===== src/rtl/r4add_seq.sv =====
// r4add_seq: sequencer for the radix-4 MSDF online adder (r4add).
//
// Collects one NDIG-digit operand pair MSD-first from a valid/ready stream into
// a local buffer. It then drives the adder for NDIG+DELTA back-to-back cycles,
// because the adder has no enable. The last DELTA of those cycles carry zero
// flush digits. The module emits the NDIG result digits with valid/last
// framing and owns the adder's reset (add_clr).
//
// Ports
//   clk, reset        clock, asynchronous active-high reset
//   start             begin an operation (sampled only in IDLE)
//   busy, done        state != IDLE; one-cycle completion pulse
//   in_valid/in_ready operand digit handshake (in_ready high only in LOAD)
//   x_in, y_in        signed radix-4 operand digits (-3..+3, 3'b100 illegal)
//   out_valid/last    result digit framing; s_out is the result digit
//   err_digit         sticky illegal-digit flag, cleared by the next start
//   add_clr           registered reset for the attached r4add
//   add_x, add_y      digits fed to r4add
//   add_s             r4add sum digit
module r4add_seq #(
  parameter int NDIG  = 8,
  parameter int DELTA = 2
) (
  input  logic       clk,
  input  logic       reset,
  input  logic       start,
  output logic       busy,
  output logic       done,
  input  logic       in_valid,
  output logic       in_ready,
  input  logic [2:0] x_in,
  input  logic [2:0] y_in,
  output logic       out_valid,
  output logic       out_last,
  output logic [2:0] s_out,
  output logic       err_digit,
  output logic       add_clr,
  output logic [2:0] add_x,
  output logic [2:0] add_y,
  input  logic [2:0] add_s
);

  localparam int CW = $clog2(NDIG + DELTA + 1);
  localparam int IW = (NDIG > 1) ? $clog2(NDIG) : 1;

  localparam logic [CW-1:0] LOAD_LAST = CW'(NDIG - 1);
  localparam logic [CW-1:0] RUN_LAST  = CW'(NDIG + DELTA - 1);
  localparam logic [CW-1:0] NDIG_C    = CW'(NDIG);
  localparam logic [CW-1:0] DELTA_C   = CW'(DELTA);

  typedef enum logic [1:0] {
    IDLE = 2'd0,
    LOAD = 2'd1,
    RUN  = 2'd2,
    DONE = 2'd3
  } state_t;

  state_t        state;
  state_t        next_state;
  logic [CW-1:0] cnt;
  logic [IW-1:0] idx;
  logic          accept;

  // Each entry holds {x, y}; illegal digits are already replaced by zero.
  logic [5:0]    dig_buf [NDIG];

  assign idx    = cnt[IW-1:0];
  assign accept = (state == LOAD) && in_valid;

  // State register.
  // NOTE: sequential state uses non-blocking assignments so that every flop
  // samples its inputs from before the clock edge.
  always_ff @(posedge clk or posedge reset) begin
    if (reset) state <= IDLE;
    else       state <= next_state;
  end

  // Next-state logic.
  // NOTE: next_state receives a default first, so no path can leave it
  // unassigned and infer a latch.
  always_comb begin
    next_state = state;
    unique case (state)
      IDLE: if (start) next_state = LOAD;
      LOAD: if (accept && cnt == LOAD_LAST) next_state = RUN;
      RUN:  if (cnt == RUN_LAST) next_state = DONE;
      DONE: next_state = IDLE;
      default: next_state = IDLE;
    endcase
  end

  // Outputs.
  always_comb begin
    busy      = (state != IDLE);
    done      = (state == DONE);
    in_ready  = (state == LOAD);
    out_valid = 1'b0;
    out_last  = 1'b0;
    s_out     = 3'd0;
    add_x     = 3'd0;
    add_y     = 3'd0;
    if (state == RUN) begin
      // The adder runs gaplessly. Past the operand length it receives zero
      // digits to flush the online delay.
      if (cnt < NDIG_C) begin
        add_x = dig_buf[idx][5:3];
        add_y = dig_buf[idx][2:0];
      end
      // The first DELTA adder outputs precede the first valid sum digit.
      out_valid = (cnt >= DELTA_C);
      out_last  = (cnt == RUN_LAST);
      if (out_valid) s_out = add_s;
    end
  end

  // Counter, error flag and adder clear.
  always_ff @(posedge clk or posedge reset) begin
    if (reset) begin
      cnt       <= '0;
      err_digit <= 1'b0;
      add_clr   <= 1'b1;
    end else begin
      // Clearing is released only for RUN, so each RUN starts from the
      // adder's reset state.
      add_clr <= (next_state != RUN);
      unique case (state)
        IDLE: begin
          if (start) begin
            cnt       <= '0;
            err_digit <= 1'b0;
          end
        end
        LOAD: begin
          if (accept) begin
            cnt <= (cnt == LOAD_LAST) ? '0 : cnt + 1'b1;
            if (x_in == 3'b100 || y_in == 3'b100) err_digit <= 1'b1;
          end
        end
        RUN:  cnt <= (cnt == RUN_LAST) ? '0 : cnt + 1'b1;
        DONE: cnt <= '0;
        default: cnt <= '0;
      endcase
    end
  end

  // Operand buffer.
  // NOTE: the buffer has no reset. It is always fully written in LOAD before
  // RUN reads it, so resetting it would only add reset fan-out.
  always_ff @(posedge clk) begin
    if (accept) begin
      dig_buf[idx] <= {(x_in == 3'b100) ? 3'd0 : x_in,
                       (y_in == 3'b100) ? 3'd0 : y_in};
    end
  end

endmodule

===== config.mk =====
export PLATFORM = sky130hd
export DESIGN_NAME = r4add_seq
export DESIGN_NICKNAME = d
export VERILOG_FILES = /design/src/rtl/r4add_seq.sv
export SDC_FILE = /design/constraint.sdc
export NUM_CORES = 1
export LEC_CHECK = 0
export ABC_AREA = 0
export CAP_MARGIN = 20
export CORE_MARGIN = 2
export CORE_UTILIZATION = 50
export CTS_CLUSTER_SIZE = 24
export DETAILED_ROUTE_END_ITERATION = 8
export DONT_BUFFER_PORTS = 1
export REMOVE_ABC_BUFFERS = 1
export SYNTH_ARGS = -nofsm -noshare
export SYNTH_HDL_FRONTEND = slang
export SYNTH_SLANG_ARGS = --single-unit

===== constraint.sdc =====
create_clock -name clk -period 2.2 [get_ports clk]
set_input_delay 0.44 -clock clk [delete_from_list [all_inputs] [get_ports clk]]
set_output_delay 0.44 -clock clk [all_outputs]
set_load 0.005 [all_outputs]

==> impl_metrics.json <==
{
  "cts_max_level": 2,
  "worst_slew_pin_slew_ns": 0.583,
  "startpoint": "cnt[0]$_DFFE_PP0P_",
  "grt_pass1_vias": 1532,
  "p_leak_uw": 0.00107,
  "clkLatencyLatePin_ns": 0.31,
  "synthXorXnorAreaFrac": 0,
  "syn_area_per_cell_um2": 13.3,
  "fill_cells": 429,
  "worstSetupPathType": "reg -> out",
  "fp.dieArea_mm2": 0.00571,
  "grt_pass1_wl_um": 8050,
  "fin_nets": 233,
  "hold_viol": 0,
  "final_cells": 284,
  "arrival_ns": 1.76,
  "die_x_um": 75.6,
  "regToRegSetupSlack_ns": 0.21,
  "yosysWarnings": 0,
  "syn_inst": 192,
  "wl_um": 5340,
  "drive_above_1_share": 0.229,
  "synth_edf_count": 48,
  "cts.sinks": 56,
  "seqCellArea_mm2": 0.00165,
  "worstPathMaxFanout": 5,
  "clk_pin_slew_ns": 0.11,
  "min-delay-start": "y_in[1]",
  "relSlewSlack": 0.607,
  "drtPass1Iterations": 4,
  "die_h_um": 75.6,
  "final_cell_mix": "edfxtp_1, buf_4, nand2_1, nor2_1, o21ai_0",
  "worst_setup_path_end_kind": "primary output",
  "cts_tree": "done",
  "dp_cells": 267,
  "regToRegStartpoint": "cnt[0]$_DFFE_PP0P_",
  "clock-root-buffer": "clkbuf_8",
  "antennaDiodeCount": 0,
  "grt_max_degree": 19,
  "final_common_cell": "edfxtp_1",
  "max_freq_mhz": 454,
  "rsz0062_at_grt": "yes",
  "synth_compound_area_frac": 0.101,
  "synth_top_family_by_area": "simple AND/OR/NAND/NOR gates",
  "ant_nets": 0,
  "num_io_pins": 29,
  "async_reset_ff_frac": 0.143,
  "ys_seq_area_frac": 0.641,
  "synth_cell_types": 42,
  "synthAdderAreaFrac": 0.0342,
  "clock_skew_ns": 0.0124,
  "failed_checks": "negative setup slack",
  "synth_area_mm2": 0.00256,
  "hp-class": "in -> reg",
  "place_hpwl_um": 3680,
  "powerDensity_mw_per_mm2": 899,
  "viasPerCell": 5.66,
  "yosys.area_share.simple": 0.129,
  "fin_util": 0.586,
  "critPathCapture": "add_y[2]",
  "peakVddDrop_uv": 474,
  "synth_flop_cell": "edfxtp_1",
  "portBuffers": 0,
  "finalSetupViolCount": 1,
  "maxSlewViolCount": 0,
  "ys_ff_latch": 56,
  "clock_path_buffers": 2,
  "grt_overflow": 0,
  "start_util": 0.511,
  "period_share": 1.00,
  "antenna_found_initial": 0,
  "outcome": "complete, but fails checks",
  "muxShareOfSynthArea": 0.0601,
  "place.gp.congestion": 0.834,
  "vias": 1608,
  "cap_viol_max_count": 0,
  "fp-row-count": 26,
  "track_usage": 0.202,
  "core_mm2": 0.00501,
  "required_ns": 1.76,
  "r2r-end": "cnt[2]$_DFFE_PP0P_",
  "r2r_cells": 6,
  "cts_buffers": 5,
  "drt_iter0_markers": 114,
  "wire_per_inst_um": 18.8,
  "multiInputGateArea_um2": 855,
  "area_growth_pct": 14.7,
  "finalWorstSetupSlack_ns": -0.00299,
  "drcViolationCount": 0,
  "fin_crit_ns": 2.20,
  "critPathLaunchType": "flop"
}
## through the flow
step	hold WS, ns	cell area (um^2)	setup TNS (ns)	setup slack, ns	total power [uW]
2_1_floorplan	0.255	2500	-0.00000366	-0.00000366	1750
3_3_place_gp	0.304	2720	0	0.222	1940
3_5_place_dp	0.316	2720	0	0.164	1960
4_1_cts	0.205	2830	-0.0382	-0.0382	2530
5_1_grt	0.187	2940	-0.193	-0.124	2800
6_report	0.217	2940	-0.00299	-0.00299	2640
## logic make-up after synthesis
family | Yosys count
flops | 56
buf+inv | 20
compound gates | 35
fa+ha+maj | 7
simple gates | 64
mux | 10
## registers in the layout, indices dropped and copies added (netlist names)
signal,flops
add_clr,1
cnt,4
dig_buf,48
err_digit,1
state,2
## critical path, cell delays in order, from the launching register on
cell and delay (ns):
dfrtp_2 0.46, buf_12 0.14, and2_4 0.15, a221o_1 0.32, a222oi_1 0.26, nor2_1 0.12
## cells in the mapped netlist (2+ instances only)
library cell | n | area [um^2]
a21oi_1 | 3 | 15.0
and3b_1 | 2 | 17.5
dfrtp_1 | 7 | 175
nor2b_1 | 6 | 37.5
inv_1 | 8 | 30.0
nand3_1 | 6 | 30.0
mux4_2 | 4 | 90.1
mux2i_1 | 3 | 30.0
o21a_1 | 2 | 15.0
mux2_2 | 3 | 33.8
nand3b_1 | 2 | 15.0
nand2_1 | 15 | 56.3
a22o_1 | 3 | 26.3
a31oi_1 | 2 | 12.5
and2_1 | 6 | 37.5
a221o_1 | 5 | 50.1
buf_4 | 2 | 15.0
edfxtp_1 | 48 | 1440
nor2_1 | 14 | 52.6
ha_1 | 7 | 87.6
nand2b_1 | 5 | 31.3
clkbuf_1 | 6 | 22.5
buf_2 | 4 | 20.0
nor3_1 | 3 | 15.0
o21ai_0 | 9 | 45.0
## where the power goes
group          switching, uW  leakage [uW]  internal [uW]
logic                    397      0.000484            401
registers               52.4      0.000535           1230
clock network            335     0.0000485            229
total                    784       0.00107           1860
## what timing repair did
item / in CTS / in global routing
hold buffers: 1 / 0
pin swaps: 0 / 3
gates cloned: 0 / 1
setup endpoints to repair: 2 / 4
hold endpoints to repair: 7 / 0
resized for setup: 3 / 9
setup buffers: 0 / 7
## final cells by class
type | count | area share
clock buffers | 5 | 0.0234
clock inverters | 3 | 0.00767
inverters | 8 | 0.0102
multi-input cells | 116 | 0.291
flip-flops and latches | 56 | 0.560
well taps | 70 | 0.0298
repair buffers | 26 | 0.0775
## how the worst min path moves through the flow
stage | to | cells after the start
CTS | dig_buf[2][1]$_DFFE_PP_ | 0
global route | dig_buf[2][1]$_DFFE_PP_ | 0
finish | dig_buf[2][1]$_DFFE_PP_ | 0
global placement | cnt[3]$_DFFE_PP0P_ | 1
floorplan | cnt[0]$_DFFE_PP0P_ | 1
detailed placement | cnt[1]$_DFFE_PP0P_ | 1
## routing by layer
metal	vias up	global-route usage	wire length, um
met4	0	0.0838	60
met2	26	0.308	2590
met3	4	0.0529	216
met5	-	0	0
met1	821	0.277	2480
li1	757	-	-
No activity file was read; power rests on OpenSTA's default activity.
